## src/rtl/alu_cmp_pkg.sv

```systemverilog
// Shared encodings for the ALU compare issuer: relation codes, comparator
// opcodes, FSM states and the relation-to-opcode mapping.
package alu_cmp_pkg;

    localparam logic [1:0] REL_EQ = 2'b00;
    localparam logic [1:0] REL_NE = 2'b01;
    localparam logic [1:0] REL_GT = 2'b10;
    localparam logic [1:0] REL_LT = 2'b11;

    localparam logic [3:0] OP_EQ   = 4'b1001;
    localparam logic [3:0] OP_NE   = 4'b1011;
    localparam logic [3:0] OP_GT   = 4'b1101;
    localparam logic [3:0] OP_LT   = 4'b1111;
    localparam logic [3:0] OP_IDLE = 4'b0000;

    typedef enum logic [1:0] {
        ST_IDLE   = 2'd0,
        ST_ISSUE  = 2'd1,
        ST_SETTLE = 2'd2,
        ST_RESP   = 2'd3
    } state_e;

    function automatic logic [3:0] rel_to_op(input logic [1:0] rel);
        logic [3:0] op;
        case (rel)
            REL_EQ:  op = OP_EQ;
            REL_NE:  op = OP_NE;
            REL_GT:  op = OP_GT;
            REL_LT:  op = OP_LT;
            default: op = OP_IDLE;
        endcase
        return op;
    endfunction

endpackage

```

## src/rtl/cmp_operand_gen.sv

```systemverilog
// Combinational operand preparation for the comparator: difference,
// signed-overflow flag of the difference, and bitwise XOR.
module cmp_operand_gen #(
    parameter int W = 4
) (
    input  logic [W-1:0] a_i,
    input  logic [W-1:0] b_i,
    output logic [W-1:0] sub_o,
    output logic         of_o,
    output logic [W-1:0] xor_o
);

    // Overflow only when operand signs differ and the result sign departs from A.
    always_comb begin
        sub_o = a_i - b_i;
        of_o  = (a_i[W-1] != b_i[W-1]) && (sub_o[W-1] != a_i[W-1]);
        xor_o = a_i ^ b_i;
    end

endmodule

```

## src/rtl/alu_cmp_issuer.sv

```systemverilog
// Issues one signed comparison to an external comparator, waits for it to
// settle, and holds the one-bit answer until the consumer takes it.
module alu_cmp_issuer
    import alu_cmp_pkg::*;
#(
    parameter int W = 4
) (
    input  logic         clk,
    input  logic         rst_n,
    input  logic         req_valid,
    output logic         req_ready,
    input  logic [W-1:0] req_a,
    input  logic [W-1:0] req_b,
    input  logic [1:0]   req_rel,
    output logic [W-1:0] cmp_sub,
    output logic         cmp_of,
    output logic [W-1:0] cmp_xor,
    output logic [3:0]   cmp_op,
    input  logic [3:0]   cmp_outp,
    output logic         rsp_valid,
    input  logic         rsp_ready,
    output logic         rsp_result,
    output logic         rsp_err,
    output logic [7:0]   done_cnt
);

    state_e       state_q;
    logic         req_ready_q;
    logic [W-1:0] cmp_sub_q;
    logic         cmp_of_q;
    logic [W-1:0] cmp_xor_q;
    logic [3:0]   cmp_op_q;
    logic         rsp_valid_q;
    logic         rsp_result_q;
    logic         rsp_err_q;
    logic [7:0]   done_cnt_q;

    logic [W-1:0] sub_s;
    logic         of_s;
    logic [W-1:0] xor_s;

    cmp_operand_gen #(.W(W)) u_operand_gen (
        .a_i   (req_a),
        .b_i   (req_b),
        .sub_o (sub_s),
        .of_o  (of_s),
        .xor_o (xor_s)
    );

    // Transaction FSM: capture, drive comparator for two cycles, hold response.
    always_ff @(posedge clk or negedge rst_n) begin
        if (!rst_n) begin
            state_q      <= ST_IDLE;
            req_ready_q  <= 1'b1;
            cmp_sub_q    <= '0;
            cmp_of_q     <= 1'b0;
            cmp_xor_q    <= '0;
            cmp_op_q     <= OP_IDLE;
            rsp_valid_q  <= 1'b0;
            rsp_result_q <= 1'b0;
            rsp_err_q    <= 1'b0;
            done_cnt_q   <= 8'd0;
        end else begin
            case (state_q)
                ST_IDLE: begin
                    if (req_valid && req_ready_q) begin
                        cmp_sub_q   <= sub_s;
                        cmp_of_q    <= of_s;
                        cmp_xor_q   <= xor_s;
                        cmp_op_q    <= rel_to_op(req_rel);
                        req_ready_q <= 1'b0;
                        state_q     <= ST_ISSUE;
                    end else begin
                        state_q     <= ST_IDLE;
                    end
                end
                ST_ISSUE: begin
                    state_q <= ST_SETTLE;
                end
                ST_SETTLE: begin
                    rsp_result_q <= cmp_outp[0];
                    rsp_err_q    <= |cmp_outp[3:1];
                    rsp_valid_q  <= 1'b1;
                    cmp_op_q     <= OP_IDLE;
                    state_q      <= ST_RESP;
                end
                ST_RESP: begin
                    if (rsp_ready) begin
                        rsp_valid_q <= 1'b0;
                        req_ready_q <= 1'b1;
                        state_q     <= ST_IDLE;
                        if (done_cnt_q != 8'hFF) begin
                            done_cnt_q <= done_cnt_q + 8'd1;
                        end else begin
                            done_cnt_q <= done_cnt_q;
                        end
                    end else begin
                        state_q <= ST_RESP;
                    end
                end
                default: begin
                    state_q     <= ST_IDLE;
                    req_ready_q <= 1'b1;
                    rsp_valid_q <= 1'b0;
                    cmp_op_q    <= OP_IDLE;
                end
            endcase
        end
    end

    assign req_ready  = req_ready_q;
    assign cmp_sub    = cmp_sub_q;
    assign cmp_of     = cmp_of_q;
    assign cmp_xor    = cmp_xor_q;
    assign cmp_op     = cmp_op_q;
    assign rsp_valid  = rsp_valid_q;
    assign rsp_result = rsp_result_q;
    assign rsp_err    = rsp_err_q;
    assign done_cnt   = done_cnt_q;

endmodule

```

## config.mk

```make
export PLATFORM = sky130hd
export DESIGN_NAME = alu_cmp_issuer
export DESIGN_NICKNAME = d
export VERILOG_FILES = /design/src/rtl/alu_cmp_pkg.sv /design/src/rtl/cmp_operand_gen.sv /design/src/rtl/alu_cmp_issuer.sv
export SDC_FILE = /design/constraint.sdc
export NUM_CORES = 1
export LEC_CHECK = 0
export ABC_AREA = 1
export CAP_MARGIN = 20
export CORE_MARGIN = 1
export CORE_UTILIZATION = 45
export CTS_CLUSTER_SIZE = 20
export DETAILED_ROUTE_END_ITERATION = 12
export PLACE_DENSITY_LB_ADDON = 0.1
export RECOVER_POWER = 50
export SYNTH_ARGS = -nofsm -noshare
export SYNTH_HDL_FRONTEND = slang
export SYNTH_SLANG_ARGS = --single-unit
export TNS_END_PERCENT = 1
```

## constraint.sdc

```tcl
create_clock -name clk -period 2.1 [get_ports clk]
set_input_delay 0.21 -clock clk [delete_from_list [all_inputs] [get_ports clk]]
set_output_delay 0.21 -clock clk [all_outputs]
set_load 0.005 [all_outputs]
```

==> reports/results.txt, run 1 <==
PortBufs: 42
post-CTS setup buffer count: 0
overall routing resource usage: 17.06%
Die Y: 56.11 microns
Setup CP Type: reg -> reg
Global Route met1 Usage: 19.08%
clock power share: 11.5%
Layout Cells excl Fill: 239
total gr overflow: 0
nets: 232
worst hold-check path type: in -> reg
final setup skew: 1.587 ps
share of layout cells above drive strength 1: 4.808%
Setup Viol. Count Final: 0
Seq pwr share: 43.5%
area of the multi-input gates: 583.1 sq um
Pwr per Cell Area: 1045 nW/um^2
Pre-antenna DRT Iters: 4
met2 Use GR: 32.82%
Cells after Synth: 164
CTS Root Cell: clkbuf_4
DIE WIDTH: 56.11 microns
wire per inst: 10.64 microns
largest net degree at the start of global routing: 26
# IOs: 43
unrepaired setup endpoints after global routing: false
via density per instance: 4.866
slew at the pin with the worst max-slew slack: 1329 ps
Yosys top cell area share: 45.58%
worst path cell trace: nand2_1 -> inv_1 -> nand2_1 -> inv_1 -> nand2_1 -> nor2_1 -> nor2_1
CTS tree: done
Layout fillers: 247
Syn Area/Cell: 8.034 sq um
Clock transition at path regs: 140 ps
LEAKAGE: 0.8930 nW
most frequent CP cell: nand2_1
number of buffers on the longest clock path: 2
worst reg2reg path startpoint: req_ready$_DFFE_PN1P_
Post-DP Area: 1764 sq um
Final Hold Viols: 0
H-tree levels: 1
Detailed Route WL: 2.543 mm
design area: 1778 sq um
Antenna Violating Nets Remaining: 0
Final HPWL DP: 2.027 mm
delay-heaviest family, CP: simple AND/OR/NAND/NOR gates
Fmax: 605.4 MHz
met3 Use GR: 2.326%
Worst setup SP type: flop
CP max-delay cell: dfstp_1
Slew Limit Fails: 0
synth warn: 0
Post-CTS Resized: 0
first-pass GRT wire length: 4.326 mm
slowest cell delay on critical path: 560 ps
Placer Congestion: 0.7484
Internal: 0.001217 W
Buf+Inv Stages, Crit Path: 2
FF+latch area: 626.9 sq um
Max FO, Critical Path: 18
number of max-cap violations: 0
WHS: 423.8 ps
DRC viols: 0
fraction of registers with async set/reset: 100.0%
EDFF count, synth: 0
Period minus WS final: 1652 ps
Crit. End Element: flop
crit share post-route: 78.66%
register bit total from synthesis: 25
combinational share of power: 44.9%
TNS Setup: 0 ps
clk_lat worst skew: 310 ps
Slew HR: 11.38%
number of clock sinks: 25
drt initial violations: 29
initial antenna violation count: 0
cts bufs inserted: 3
Seq/Total Area, Yosys: 47.58%
cts hold-fix bufs: 0
Peak supply drop: 0.6332 mV
most frequent cell after synthesis: nand2_1
cell taking the most area after synthesis: dfrtp_1
Switch Pwr: 0.0006410 W
Core ar.: 2758 sq um
DR vias: 1163
status: completed
Worst EP required: 2320 ps
Main synth FF type: dfrtp_1
# placed instances: 235
vias in the first global route: 1125
crit path from: req_ready$_DFFE_PN1P_
Most Crowded Layer GR: met2
Worst Path Arrival: 1870 ps
Initial Utilization: 47.78%
Die Area: 3148 sq um
FP Rows: 19
top cells by count, synth: nand2_1, dfrtp_1, inv_1
switching share of power: 34.50%
Synth area leaders: dfrtp_1, nand2_1, inv_1
net count after synthesis: 187
post-synth cell types: 25
synthesized area: 1318 sq um
hold path startpoint: cmp_outp[0]
Antenna Cells: 0
Area Growth Syn to Fin: 34.95%
-- power by group through the flow --
stage	clock network (W)	registers, W	logic [W]
2_1_floorplan	0	0.000820	0.000404
3_3_place_gp	0	0.000811	0.000850
3_5_place_dp	0	0.000826	0.000872
4_1_cts	0.000221	0.000816	0.000877
5_1_grt	0.000235	0.000839	0.000913
6_report	0.000214	0.000809	0.000835
-- flip-flops by register name, summed over array words and instances, names as in the netlist --
signal      count
cmp_of          1
state_q         2
cmp_xor         4
cmp_sub         3
cmp_op          3
done_cnt        8
rsp_result      1
rsp_valid       1
req_ready       1
rsp_err         1
-- worst paths after layout --
path,endpoint,slack [ps],depth (start not counted)
max,cmp_sub[3]$_DFFE_PN0P_,450,7
min,rsp_result$_DFFE_PN0P_,420,3
max reg2reg,cmp_sub[3]$_DFFE_PN0P_,450,7
min reg2reg,rsp_result$_DFFE_PN0P_,490,2
max in group asynchronous,done_cnt[7]$_DFFE_PN0P_,630,2
min in group asynchronous,rsp_result$_DFFE_PN0P_,690,2
-- placed cells by master, fill, tap and decap left out, types with 2 or more instances in the layout --
cell             Yosys  final
nor2_1              13     14
nand2_1             66     67
xnor2_1              3      3
clkdlybuf4s50_1      0     41
ha_1                 4      4
dfrtp_1             24     24
nand3_1              8      8
nor2_4               3      2
clkbuf_4             0      3
o21ai_0              2      7
inv_1               17     19
-- per-stage QoR --
stage,util (%),power (W),worst slack (ps)
detailed placement,63.97,0.001698,435.6
global placement,63.97,0.001661,483.4
global route,64.47,0.001987,269.6
CTS,64.97,0.001913,496.8
floorplan,-,0.001224,882.6
finish,64.47,0.001858,448.1
-- cells by family (layout without fill, tap and decap cells) --
family,after synthesis,in the layout,synth area share (%)
compound gates,10,10,4.179
fa+ha+maj,5,5,5.318
flops,25,25,47.58
buf+inv,23,67,7.407
xor+xnor,4,4,2.660
simple gates,97,97,32.86
-- tightest hold or removal path: cells and delay by family --
family,cells,cell delay (ps)
buf+inv,1,400
simple gates,2,100
-- metal layers --
layer / wire length [microns] / vias to the layer above
li1: - / 586
met1: 1110 / 554
met2: 1346 / 21
met3: 78 / 2
met4: 8 / 0
met5: 0 / -
-- area by class of cell --
cell class              instances  area share (%)
clock buffers                   3           1.267
well taps                      31           2.182
multi-input cells             116           32.79
clock inverters                 1          0.2815
inverters                      20           4.363
flip-flops and latches         25           35.26
repair buffers                 43           23.86
(Power assumes the default switching activity.)
==> inputs of run 2 (changes only) <==
--- a/config.mk
+++ b/config.mk
@@ -8,7 +8,7 @@
 export ABC_AREA = 1
 export CAP_MARGIN = 20
 export CORE_MARGIN = 1
-export CORE_UTILIZATION = 45
+export CORE_UTILIZATION = 41
 export CTS_CLUSTER_SIZE = 20
 export DETAILED_ROUTE_END_ITERATION = 12
 export PLACE_DENSITY_LB_ADDON = 0.1
==> constraint.sdc (replaced) <==
create_clock -name clk -period 1.5 [get_ports clk]
set_input_delay 0.15 -clock clk [delete_from_list [all_inputs] [get_ports clk]]
set_output_delay 0.15 -clock clk [all_outputs]
set_load 0.005 [all_outputs]
==> run 2 against run 1 <==
Against the previous run: flip-flop and latch count is the same; cell count grew 7.1%; design area grew 3.0%; combinational power grew 46%; global-route usage grew 2.1 points; sequential share of layout area shrank 0.76 points; hold slack lost 94 ps; via count grew 3.4%; sequential power grew 41%; clock skew grew 4.4 ps; non-clock buffer count grew 4.
==> reports/results.txt, run 2 (synthesized netlist as in run 1, its figures left out) <==
status: completed
Period minus WS final: 1459 ps
worst hold-check path type: in -> async
Peak supply drop: 0.8517 mV
Worst EP required: 1350 ps
Final Hold Viols: 0
Total Power: 0.002678 W
FF+latch area: 631.9 sq um
worst reg2reg path startpoint: req_ready$_DFFE_PN1P_
cts bufs inserted: 3
total gr overflow: 0
Critical Path End: done_cnt[1]
area of the multi-input gates: 585.6 sq um
WHS: 329.8 ps
clk_lat worst skew: 330 ps
vias in the first global route: 1178
Initial Utilization: 43.16%
capturing point of the worst reg2reg path: cmp_sub[3]$_DFFE_PN0P_
Clock transition at path regs: 140 ps
Antenna Violating Nets Remaining: 0
Placer Congestion: 0.8119
Final HPWL DP: 2.226 mm
initial antenna violation count: 0
most frequent cells in the layout: nand2_1, clkdlybuf4s50_1, dfrtp_1
combinational share of power: 45.7%
reg2reg path depth: 8
Die Y: 58.69 microns
wire per inst: 10.98 microns
Post-DP Area: 1803 sq um
via density per instance: 4.699
number of clock sinks: 25
Pre-antenna DRT Iters: 4
Setup Viol. Count Final: 0
CP max-delay cell: clkdlybuf4s50_1
crit share post-route: 97.27%
slowest cell delay on critical path: 530 ps
Slew HR: 59.42%
design area: 1832 sq um
CTS tree: done
Buf+Inv Stages, Crit Path: 1
Die Area: 3444 sq um
CTS Root Cell: clkbuf_4
# IOs: 43
overall routing resource usage: 19.16%
number of buffers on the longest clock path: 2
LEAKAGE: 0.9046 nW
Core ar.: 3053 sq um
Slew Limit Fails: 0
Worst setup SP type: flop
final setup skew: 5.990 ps
Setup CP Type: reg -> out
fin util: 60.00%
Max FO, Critical Path: 5
crit path from: done_cnt[1]$_DFFE_PN0P_
Worst Path Arrival: 1310 ps
Seq pwr share: 42.7%
worst path cell trace: clkdlybuf4s50_1
share of layout cells above drive strength 1: 9.906%
Area Growth Syn to Fin: 39.03%
PortBufs: 42
H-tree levels: 1
TNS Setup: 0 ps
FP Rows: 20
cts hold-fix bufs: 0
reg-to-reg setup timing slack: 120 ps
unrepaired setup endpoints after global routing: false
max reg flops: 8
clock power share: 11.6%
DR vias: 1203
Pwr per Cell Area: 1462 nW/um^2
number of max-cap violations: 0
Crit. End Element: output pin
most common cell after layout, fill and taps aside: nand2_1
Layout fillers: 297
switching share of power: 35.38%
largest net degree at the start of global routing: 26
Internal: 0.001731 W
drt initial violations: 55
first-pass GRT wire length: 4.940 mm
nets: 236
delay-heaviest family, CP: buffers and inverters
slew at the pin with the worst max-slew slack: 608.7 ps
Antenna Cells: 0
stages on the worst setup path: 1
DIE WIDTH: 58.69 microns
Fmax: 685.4 MHz
DRC viols: 0
Detailed Route WL: 2.811 mm
Switch Pwr: 0.0009474 W
[run 2: through the flow]
step / instances / setup WS (ps)
global placement: 251 / -41.26
CTS: 256 / 0.5127
detailed placement: 251 / -91.25
finish: 256 / 40.96
global route: 256 / 1.074
floorplan: 164 / 282.6
[run 2: how the worst min path moves through the flow]
stage	start	end	slack, ps	cells after the start
2_1_floorplan	rst_n	cmp_of$_DFFE_PN0P_	-150	0
3_3_place_gp	rsp_result$_DFFE_PN0P_	rsp_result$_DFFE_PN0P_	450	2
3_5_place_dp	rsp_result$_DFFE_PN0P_	rsp_result$_DFFE_PN0P_	470	2
4_1_cts	rst_n	done_cnt[7]$_DFFE_PN0P_	170	2
5_1_grt	req_rel[0]	cmp_op[1]$_DFFE_PN0P_	350	3
6_report	rst_n	done_cnt[7]$_DFFE_PN0P_	330	2
[run 2: metal layers]
metal	vias up	GRT usage (%)	part of all wire, %
met3	4	3.736	6.0
met5	-	0	0
met1	565	23.45	44
li1	597	-	-
met4	0	8.503	1.4
met2	37	32.84	49
[run 2: final cells by class]
cell class              instances  area share (%)
flip-flops and latches         25           34.49
inverters                      20           4.235
clock inverters                 1          0.2732
well taps                      44           3.005
clock buffers                   3           1.230
multi-input cells             116           31.97
repair buffers                 47           24.80
[run 2: power by group through the flow]
stage / sequential (W) / clock, W / combinational [W]
2_1_floorplan: 0.00115 / 0 / 0.000565
3_3_place_gp: 0.00115 / 0 / 0.00121
3_5_place_dp: 0.00116 / 0 / 0.00125
4_1_cts: 0.00115 / 0.000323 / 0.00127
5_1_grt: 0.00118 / 0.000341 / 0.00139
6_report: 0.00114 / 0.000311 / 0.00122
[run 2: repair_timing]
item,in CTS,in global routing
gates resized for setup,2,4
endpoints found under the setup margin,2,4
buffers inserted,1,0
==> inputs of run 3 (changes only) <==
--- a/config.mk
+++ b/config.mk
@@ -9,6 +9,7 @@
 export CAP_MARGIN = 20
 export CORE_MARGIN = 1
 export CORE_UTILIZATION = 41
+export CTS_CLUSTER_DIAMETER = 80
 export CTS_CLUSTER_SIZE = 20
 export DETAILED_ROUTE_END_ITERATION = 12
 export PLACE_DENSITY_LB_ADDON = 0.1
==> results of run 3 <==
Final layout, timing and power as in run 2 (identical DEF).
